## src/rtl/fp_divider_seq_if.sv

```systemverilog
// ---------------------------------------------------------------------------
// fp_divider_seq_if
// Handshake and data bundle for the sequential floating-point divider.
//   in_valid / in_ready   : operand handshake (requester -> divider)
//   a_operand / b_operand : dividend / divisor, W = 1+EXP_W+MAN_W bits
//   out_valid / out_ready : result handshake (divider -> consumer)
//   result                : quotient, W bits
//   flags                 : {invalid, div_by_zero, overflow, underflow, inexact}
//   Exception             : OR of flags[4:1]
// master = side issuing operands and consuming results; slave = divider.
// ---------------------------------------------------------------------------
interface fp_divider_seq_if #(
  parameter int EXP_W = 8,
  parameter int MAN_W = 23
);
  localparam int W = 1 + EXP_W + MAN_W;

  logic         in_valid;
  logic         in_ready;
  logic [W-1:0] a_operand;
  logic [W-1:0] b_operand;
  logic         out_valid;
  logic         out_ready;
  logic [W-1:0] result;
  logic [4:0]   flags;
  logic         Exception;

  modport master (
    output in_valid, a_operand, b_operand, out_ready,
    input  in_ready, out_valid, result, flags, Exception
  );

  modport slave (
    input  in_valid, a_operand, b_operand, out_ready,
    output in_ready, out_valid, result, flags, Exception
  );
endinterface

```

## src/rtl/fp_divider_seq.sv

```systemverilog
// ---------------------------------------------------------------------------
// fp_divider_seq
// Sequential IEEE-754-style divider (a / b). Uses an exact radix-2 restoring
// mantissa recurrence (one quotient bit per cycle) followed by a single
// round-to-nearest-even step. Subnormal inputs are flushed to signed zero and
// tiny results are flushed to signed zero. One operation in flight.
// Ports:
//   clk   : clock
//   reset : synchronous, active-high reset
//   bus   : fp_divider_seq_if.slave (operand/result handshakes, flags)
// Latency from the accepting edge: 1 edge for special operands,
// MAN_W+5 edges for normal operands.
// ---------------------------------------------------------------------------
module fp_divider_seq #(
  parameter int EXP_W = 8,
  parameter int MAN_W = 23
) (
  input  logic            clk,
  input  logic            reset,
  fp_divider_seq_if.slave bus
);
  localparam int W     = 1 + EXP_W + MAN_W;
  localparam int N     = MAN_W + 3;
  localparam int CNT_W = $clog2(N);
  localparam int XW    = EXP_W + 2;

  localparam logic [EXP_W-1:0]     EXP_ONES = '1;
  localparam logic signed [XW-1:0] BIAS     = XW'((1 << (EXP_W - 1)) - 1);
  localparam logic signed [XW-1:0] EXP_TOP  = XW'((1 << EXP_W) - 1);
  localparam logic signed [XW-1:0] EXP_ZERO = '0;
  localparam logic [CNT_W-1:0]     CNT_LAST = CNT_W'(N - 1);
  localparam logic [W-1:0]         QNAN     = {1'b0, EXP_ONES, 1'b1, {(MAN_W-1){1'b0}}};

  typedef enum logic [2:0] {IDLE, CHECK, DIVIDE, ROUND, DONE} state_t;

  state_t                 state_q, state_d;
  logic [W-1:0]           a_q, a_d, b_q, b_d;
  logic                   sign_q, sign_d;
  logic signed [XW-1:0]   exp_q, exp_d;
  logic [MAN_W+1:0]       rem_q, rem_d;
  logic [MAN_W:0]         div_q, div_d;
  logic [N-1:0]           quo_q, quo_d;
  logic [CNT_W-1:0]       cnt_q, cnt_d;
  logic [W-1:0]           result_q, result_d;
  logic [4:0]             flags_q, flags_d;

  logic [EXP_W-1:0]       ea, eb;
  logic [MAN_W-1:0]       fa, fb;
  logic                   a_zero, b_zero, a_inf, b_inf, a_nan, b_nan, sgn;
  logic [MAN_W:0]         rem_diff;
  logic [W+4:0]           rnd;

  function automatic logic [W-1:0] inf_of(input logic s);
    return {s, EXP_ONES, {MAN_W{1'b0}}};
  endfunction

  function automatic logic [W-1:0] zero_of(input logic s);
    return {s, {(W-1){1'b0}}};
  endfunction

  // Normalise the raw quotient, apply round-to-nearest-even and saturate the
  // exponent. Returns {flags, result}.
  function automatic logic [W+4:0] round_pack(
    input logic                 s,
    input logic [N-1:0]         q,
    input logic                 rem_nz,
    input logic signed [XW-1:0] e_in
  );
    logic [MAN_W:0]       sig;
    logic                 guard;
    logic                 sticky;
    logic                 inc;
    logic [MAN_W+1:0]     sig_r;
    logic [MAN_W-1:0]     frac;
    logic signed [XW-1:0] e;
    if (q[N-1]) begin
      sig    = q[N-1:2];
      guard  = q[1];
      sticky = q[0] | rem_nz;
      e      = e_in;
    end else begin
      // quotient below 1.0: one more bit of precision, exponent drops by one
      sig    = q[N-2:1];
      guard  = q[0];
      sticky = rem_nz;
      e      = e_in - XW'(1);
    end
    inc   = guard & (sticky | sig[0]);
    sig_r = {1'b0, sig} + {{(MAN_W+1){1'b0}}, inc};
    if (sig_r[MAN_W+1]) begin
      // rounding carried past the hidden bit: significand is 1.0 again
      frac = '0;
      e    = e + XW'(1);
    end else begin
      frac = sig_r[MAN_W-1:0];
    end
    if (e >= EXP_TOP) begin
      return {5'b00101, inf_of(s)};
    end else if (e <= EXP_ZERO) begin
      return {5'b00011, zero_of(s)};
    end
    return {4'b0000, guard | sticky, s, e[EXP_W-1:0], frac};
  endfunction

  assign ea     = a_q[W-2:MAN_W];
  assign eb     = b_q[W-2:MAN_W];
  assign fa     = a_q[MAN_W-1:0];
  assign fb     = b_q[MAN_W-1:0];
  assign a_zero = (ea == '0);
  assign b_zero = (eb == '0);
  assign a_inf  = (ea == EXP_ONES) && (fa == '0);
  assign b_inf  = (eb == EXP_ONES) && (fb == '0);
  assign a_nan  = (ea == EXP_ONES) && (fa != '0);
  assign b_nan  = (eb == EXP_ONES) && (fb != '0);
  assign sgn    = a_q[W-1] ^ b_q[W-1];

  // rem < 2*div whenever rem >= div, so the difference fits in MAN_W+1 bits
  assign rem_diff = rem_q[MAN_W:0] - div_q;

  always_comb begin
    state_d  = state_q;
    a_d      = a_q;
    b_d      = b_q;
    sign_d   = sign_q;
    exp_d    = exp_q;
    rem_d    = rem_q;
    div_d    = div_q;
    quo_d    = quo_q;
    cnt_d    = cnt_q;
    result_d = result_q;
    flags_d  = flags_q;
    rnd      = '0;
    case (state_q)
      // IDLE: capture operands on handshake
      IDLE: begin
        if (bus.in_valid) begin
          a_d     = bus.a_operand;
          b_d     = bus.b_operand;
          state_d = CHECK;
        end
      end
      // CHECK: classify operands, resolve special cases, seed the recurrence
      CHECK: begin
        sign_d = sgn;
        if (a_nan || b_nan || (a_zero && b_zero) || (a_inf && b_inf)) begin
          result_d = QNAN;
          flags_d  = 5'b10000;
          state_d  = DONE;
        end else if (a_inf) begin
          result_d = inf_of(sgn);
          flags_d  = 5'b00000;
          state_d  = DONE;
        end else if (b_zero) begin
          result_d = inf_of(sgn);
          flags_d  = 5'b01000;
          state_d  = DONE;
        end else if (b_inf || a_zero) begin
          result_d = zero_of(sgn);
          flags_d  = 5'b00000;
          state_d  = DONE;
        end else begin
          exp_d   = $signed({2'b00, ea}) - $signed({2'b00, eb}) + BIAS;
          rem_d   = {2'b01, fa};
          div_d   = {1'b1, fb};
          quo_d   = '0;
          cnt_d   = '0;
          state_d = DIVIDE;
        end
      end
      // DIVIDE: one restoring step per cycle, quotient MSB first
      DIVIDE: begin
        if (rem_q >= {1'b0, div_q}) begin
          rem_d = {rem_diff, 1'b0};
          quo_d = {quo_q[N-2:0], 1'b1};
        end else begin
          rem_d = {rem_q[MAN_W:0], 1'b0};
          quo_d = {quo_q[N-2:0], 1'b0};
        end
        cnt_d = cnt_q + CNT_W'(1);
        if (cnt_q == CNT_LAST) begin
          state_d = ROUND;
        end
      end
      // ROUND: normalise, RNE, range check
      ROUND: begin
        rnd      = round_pack(sign_q, quo_q, |rem_q, exp_q);
        result_d = rnd[W-1:0];
        flags_d  = rnd[W+4:W];
        state_d  = DONE;
      end
      // DONE: hold result until the consumer takes it
      DONE: begin
        if (bus.out_ready) begin
          state_d = IDLE;
        end
      end
      default: state_d = IDLE;
    endcase
  end

  always_ff @(posedge clk) begin
    if (reset) begin
      state_q  <= IDLE;
      result_q <= '0;
      flags_q  <= '0;
    end else begin
      state_q  <= state_d;
      result_q <= result_d;
      flags_q  <= flags_d;
    end
  end

  always_ff @(posedge clk) begin
    a_q    <= a_d;
    b_q    <= b_d;
    sign_q <= sign_d;
    exp_q  <= exp_d;
    rem_q  <= rem_d;
    div_q  <= div_d;
    quo_q  <= quo_d;
    cnt_q  <= cnt_d;
  end

  assign bus.in_ready  = (state_q == IDLE);
  assign bus.out_valid = (state_q == DONE);
  assign bus.result    = result_q;
  assign bus.flags     = flags_q;
  assign bus.Exception = |flags_q[4:1];

endmodule
```

## src/flat_wrapper.sv

```systemverilog
// flat-port wrapper written by rule: the top's interface ports become plain ports
module fp_divider_seq_flat 
#(
  parameter int EXP_W = 8,
  parameter int MAN_W = 23
)
  (clk, reset, bus_in_valid, bus_a_operand, bus_b_operand, bus_out_ready, bus_in_ready, bus_out_valid, bus_result, bus_flags, bus_Exception);
  fp_divider_seq_if #(.EXP_W(EXP_W), .MAN_W(MAN_W)) bus_i ();
  input  logic clk;
  input  logic reset;
  input wire logic [$bits(bus_i.in_valid)-1:0] bus_in_valid;
  input wire logic [$bits(bus_i.a_operand)-1:0] bus_a_operand;
  input wire logic [$bits(bus_i.b_operand)-1:0] bus_b_operand;
  input wire logic [$bits(bus_i.out_ready)-1:0] bus_out_ready;
  output wire logic [$bits(bus_i.in_ready)-1:0] bus_in_ready;
  output wire logic [$bits(bus_i.out_valid)-1:0] bus_out_valid;
  output wire logic [$bits(bus_i.result)-1:0] bus_result;
  output wire logic [$bits(bus_i.flags)-1:0] bus_flags;
  output wire logic [$bits(bus_i.Exception)-1:0] bus_Exception;
  assign bus_i.in_valid = bus_in_valid;
  assign bus_i.a_operand = bus_a_operand;
  assign bus_i.b_operand = bus_b_operand;
  assign bus_i.out_ready = bus_out_ready;
  assign bus_in_ready = bus_i.in_ready;
  assign bus_out_valid = bus_i.out_valid;
  assign bus_result = bus_i.result;
  assign bus_flags = bus_i.flags;
  assign bus_Exception = bus_i.Exception;
  fp_divider_seq #(.EXP_W(EXP_W), .MAN_W(MAN_W)) u_core (.clk(clk), .reset(reset), .bus(bus_i));
endmodule
```

## config.mk

```make
export PLATFORM = sky130hd
export DESIGN_NAME = fp_divider_seq_flat
export DESIGN_NICKNAME = d
export VERILOG_FILES = /design/src/rtl/fp_divider_seq_if.sv /design/src/rtl/fp_divider_seq.sv /design/src/flat_wrapper.sv
export SDC_FILE = /design/constraint.sdc
export NUM_CORES = 1
export LEC_CHECK = 0
export ABC_CLOCK_PERIOD_IN_PS = 7500
export BUFFER_PORTS_ARGS = -buffer_cell sky130_fd_sc_hd__buf_2
export CAP_MARGIN = 20
export CORE_MARGIN = 1
export CORE_UTILIZATION = 51
export CTS_CLUSTER_SIZE = 12
export DETAILED_ROUTE_END_ITERATION = 16
export PLACE_DENSITY = 0.77
export SLEW_MARGIN = 10
export SYNTH_ARGS = -nofsm -noshare
export SYNTH_HDL_FRONTEND = slang
export SYNTH_SLANG_ARGS = --single-unit
```

## constraint.sdc

```tcl
create_clock -name clk -period 7.5 [get_ports clk]
set_input_delay 1.875 -clock clk [delete_from_list [all_inputs] [get_ports clk]]
set_output_delay 1.875 -clock clk [all_outputs]
set_load 0.01 [all_outputs]
```

==> results.sh <==
export IMPL_drtAntennaViolNets=0
export IMPL_portBuffers=107
export IMPL_finalSetupViolCount=0
export IMPL_place_area_mm2=0.0114
export IMPL_path_class="reg2reg"
export IMPL_fmax_ghz=0.229
export IMPL_multi_input_area_mm2=0.00486
export IMPL_start_util=0.524
export IMPL_synth_top_flop_cell="edfxtp_1"
export IMPL_vias_per_cell=5.73
export IMPL_clk_pin_slew_ns=0.07
export IMPL_ctsResizeCount=0
export IMPL_hold_class="reg2reg"
export IMPL_drv_slew=0
export IMPL_cap_violations=0
export IMPL_drive_above_1_share=0.172
export IMPL_cp_slowest_cell="edfxtp_1"
export IMPL_synth_edf_count=154
export IMPL_io_pins=108
export IMPL_worst_pin_slew_ns=0.902
export IMPL_grt_pass1_wl_um=36700
export IMPL_routed_wl_um=22500
export IMPL_fin_area_mm2=0.0121
export IMPL_fp_dieW_um=147
export IMPL_clkSinkCount=194
export IMPL_chipHeight_um=147
export IMPL_post_route_min_period_ns=4.37
export IMPL_cp_start_kind="flip-flop"
export IMPL_critical_path_cell_chain="buf_4, nand2_1, a21boi_0, ha_1, nand2_1, nor4_2, nand4_2, o31ai_1, o2111ai_1, a211oi_2, nor4_4, buf_6, a22o_2"
export IMPL_synth_area_leader_cell="edfxtp_1"
export IMPL_dr_first_iter_drc_count=534
export IMPL_synth_top_area_share=0.433
export IMPL_syn_area_per_cell_um2=11.0
export IMPL_utilization=0.594
export IMPL_final_common_cell="edfxtp_1"
export IMPL_p_leak_nw=4.72
export IMPL_rows=52
export IMPL_grt_pass1_vias=7336
export IMPL_whs_ns=0.450
export IMPL_post_route_period_util=0.583
export IMPL_cts_hold_fix_buffers=0
export IMPL_path_delay_family="compound AO/OA/AOI/OAI gates"
export IMPL_cts_tree="yes"
export IMPL_peakVddDrop_uv=181
export IMPL_clk_latency_ns=0.44
export IMPL_crit_path_frequent_cell="nand2_1"
export IMPL_outcome="finished, final reports clean"
export IMPL_clock_skew_ns=0.0134
export IMPL_die_area_mm2=0.0215
export IMPL_seq_area_mm2=0.00543
export IMPL_power_density_mw_per_mm2=296
export IMPL_antenna_cells=0
export IMPL_hold_violations=0
export IMPL_power_mw=3.58
export IMPL_path_max_fanout=43
export IMPL_dr_pass1_iters=5
export IMPL_finalNetCount=1178
export IMPL_arrival_ns=4.70
export IMPL_place_ws_ns=2.78
export IMPL_path_buf_inv=2
export IMPL_yosysUniqueCellTypes=79
export IMPL_layout_setup_ws_ns=3.13
export IMPL_rsz0062_at_grt="no"
export IMPL_h_tree_depth=4
export IMPL_synth_cells=969
export IMPL_core_area_mm2=0.0204
export IMPL_gp_congestion=0.879
export IMPL_nFillCells=1713
export IMPL_vias=7747
export IMPL_area_growth_pct=13.3
export IMPL_hpwlAfterDp_um=16300
export IMPL_cts_buffers=17
export IMPL_cp_slowest_stage_delay_ns=0.62
export IMPL_clockBufferDepth=2
export IMPL_grtUsageTotal=0.216
export IMPL_grt_max_degree=65
export IMPL_yosys_warnings=0
export IMPL_avgRoutedWirePerCell_um=16.6
export IMPL_dp_cells=1320
export IMPL_synth_seq_cells=194
export IMPL_slew_headroom=0.397
export IMPL_root_buffer="clkbuf_16"
export IMPL_antenna_found_initial=0
export IMPL_post_layout_nonfiller_instances=1353
export IMPL_setup_tns_ns=0
export IMPL_synth_seq_area_share=0.508
export IMPL_syn_nets=1076
export IMPL_layout_common_cells="edfxtp_1 (154), buf_2 (107), nor2_1 (68)"
export IMPL_worstSetupEndpointType="flip-flop"
export IMPL_crit_required_ns=7.83
export IMPL_synth_async_reset_ratio=0
export IMPL_syn_cell_area_mm2=0.0107
export IMPL_grt_overflow_total=0
export IMPL_cts_setup_buffers=0
export IMPL_drc=0
export IMPL_ys_top_cells_by_area="edfxtp_1 (43%), dfxtp_1 (7.5%), ha_1 (4.3%)"
-- kinds of logic (layout without fill, tap and decap cells) --
logic type	count (synthesis)	count (layout)	synth area share
AOI/OAI and AO/OA	205	205	0.134
xor gates and xnor gates	80	80	0.0671
adders and majority gates	39	39	0.0471
buffers and inverters	89	203	0.0359
DFF	194	194	0.508
muxes	44	44	0.0433
and+or+nand+nor	318	318	0.165
-- registers in the layout, indices dropped and copies added, names as in the netlist, 5 cells and up --
| signal | cells |
|---|---|
| u_core.exp_q | 10 |
| u_core.a_q | 32 |
| u_core.b_q | 32 |
| u_core.quo_q | 26 |
| u_core.bus.flags | 5 |
| u_core.cnt_q | 5 |
| u_core.rem_q | 25 |
| u_core.bus.result | 32 |
| u_core.div_q | 23 |
-- metal layers --
metal	vias up	track usage	share of wire
li1	3836	-	-
met1	3687	0.300	0.48
met2	198	0.343	0.46
met3	26	0.0309	0.041
met4	0	0.0828	0.020
met5	-	0	0
-- cells in the mapped netlist (6+ instances only) --
master / instances
o21a_1: 10
a22o_1: 21
a21oi_1: 61
xnor2_1: 51
ha_1: 37
or3_1: 9
and3_1: 29
o21ai_0: 31
and2_1: 10
a21o_1: 11
buf_6: 6
clkbuf_1: 23
nor2_1: 68
edfxtp_1: 154
nor4_1: 23
nand3_1: 25
nor3_1: 17
a31oi_1: 9
nand4_1: 13
dfxtp_1: 40
nand2b_1: 10
or2_2: 8
xor2_1: 27
nand2_1: 65
mux2i_1: 36
mux2_2: 7
nor2b_1: 9
inv_1: 55
-- report_power, final --
part,switching (mW),internal (mW),leakage (nW)
sequential,0.148,1.39,1.78
combinational,0.652,0.442,2.63
clock,0.437,0.512,0.304
total,1.24,2.34,4.72
-- area by class of cell --
| cell class | count | share of cell area |
|---|---|---|
| Clock buffer | 17 | 0.0352 |
| Timing Repair Buffer | 117 | 0.0525 |
| Sequential cell | 194 | 0.449 |
| Tap cell | 270 | 0.0280 |
| Clock inverter | 14 | 0.0159 |
| Inverter | 55 | 0.0171 |
| Multi-Input combinational cell | 686 | 0.402 |
-- worst paths after layout --
path / from / endpoint / slack, ns / cells past startpoint
worst max-delay path: u_core.quo_q[25] / u_core.bus.result[1] / 3.13 / 13
worst min-delay path: u_core.b_q[10] / u_core.div_q[10] / 0.45 / 0
worst max register to register: u_core.quo_q[25] / u_core.bus.result[1] / 3.13 / 13
worst min register to register: u_core.b_q[10] / u_core.div_q[10] / 0.45 / 0
(Power assumes the default switching activity.)
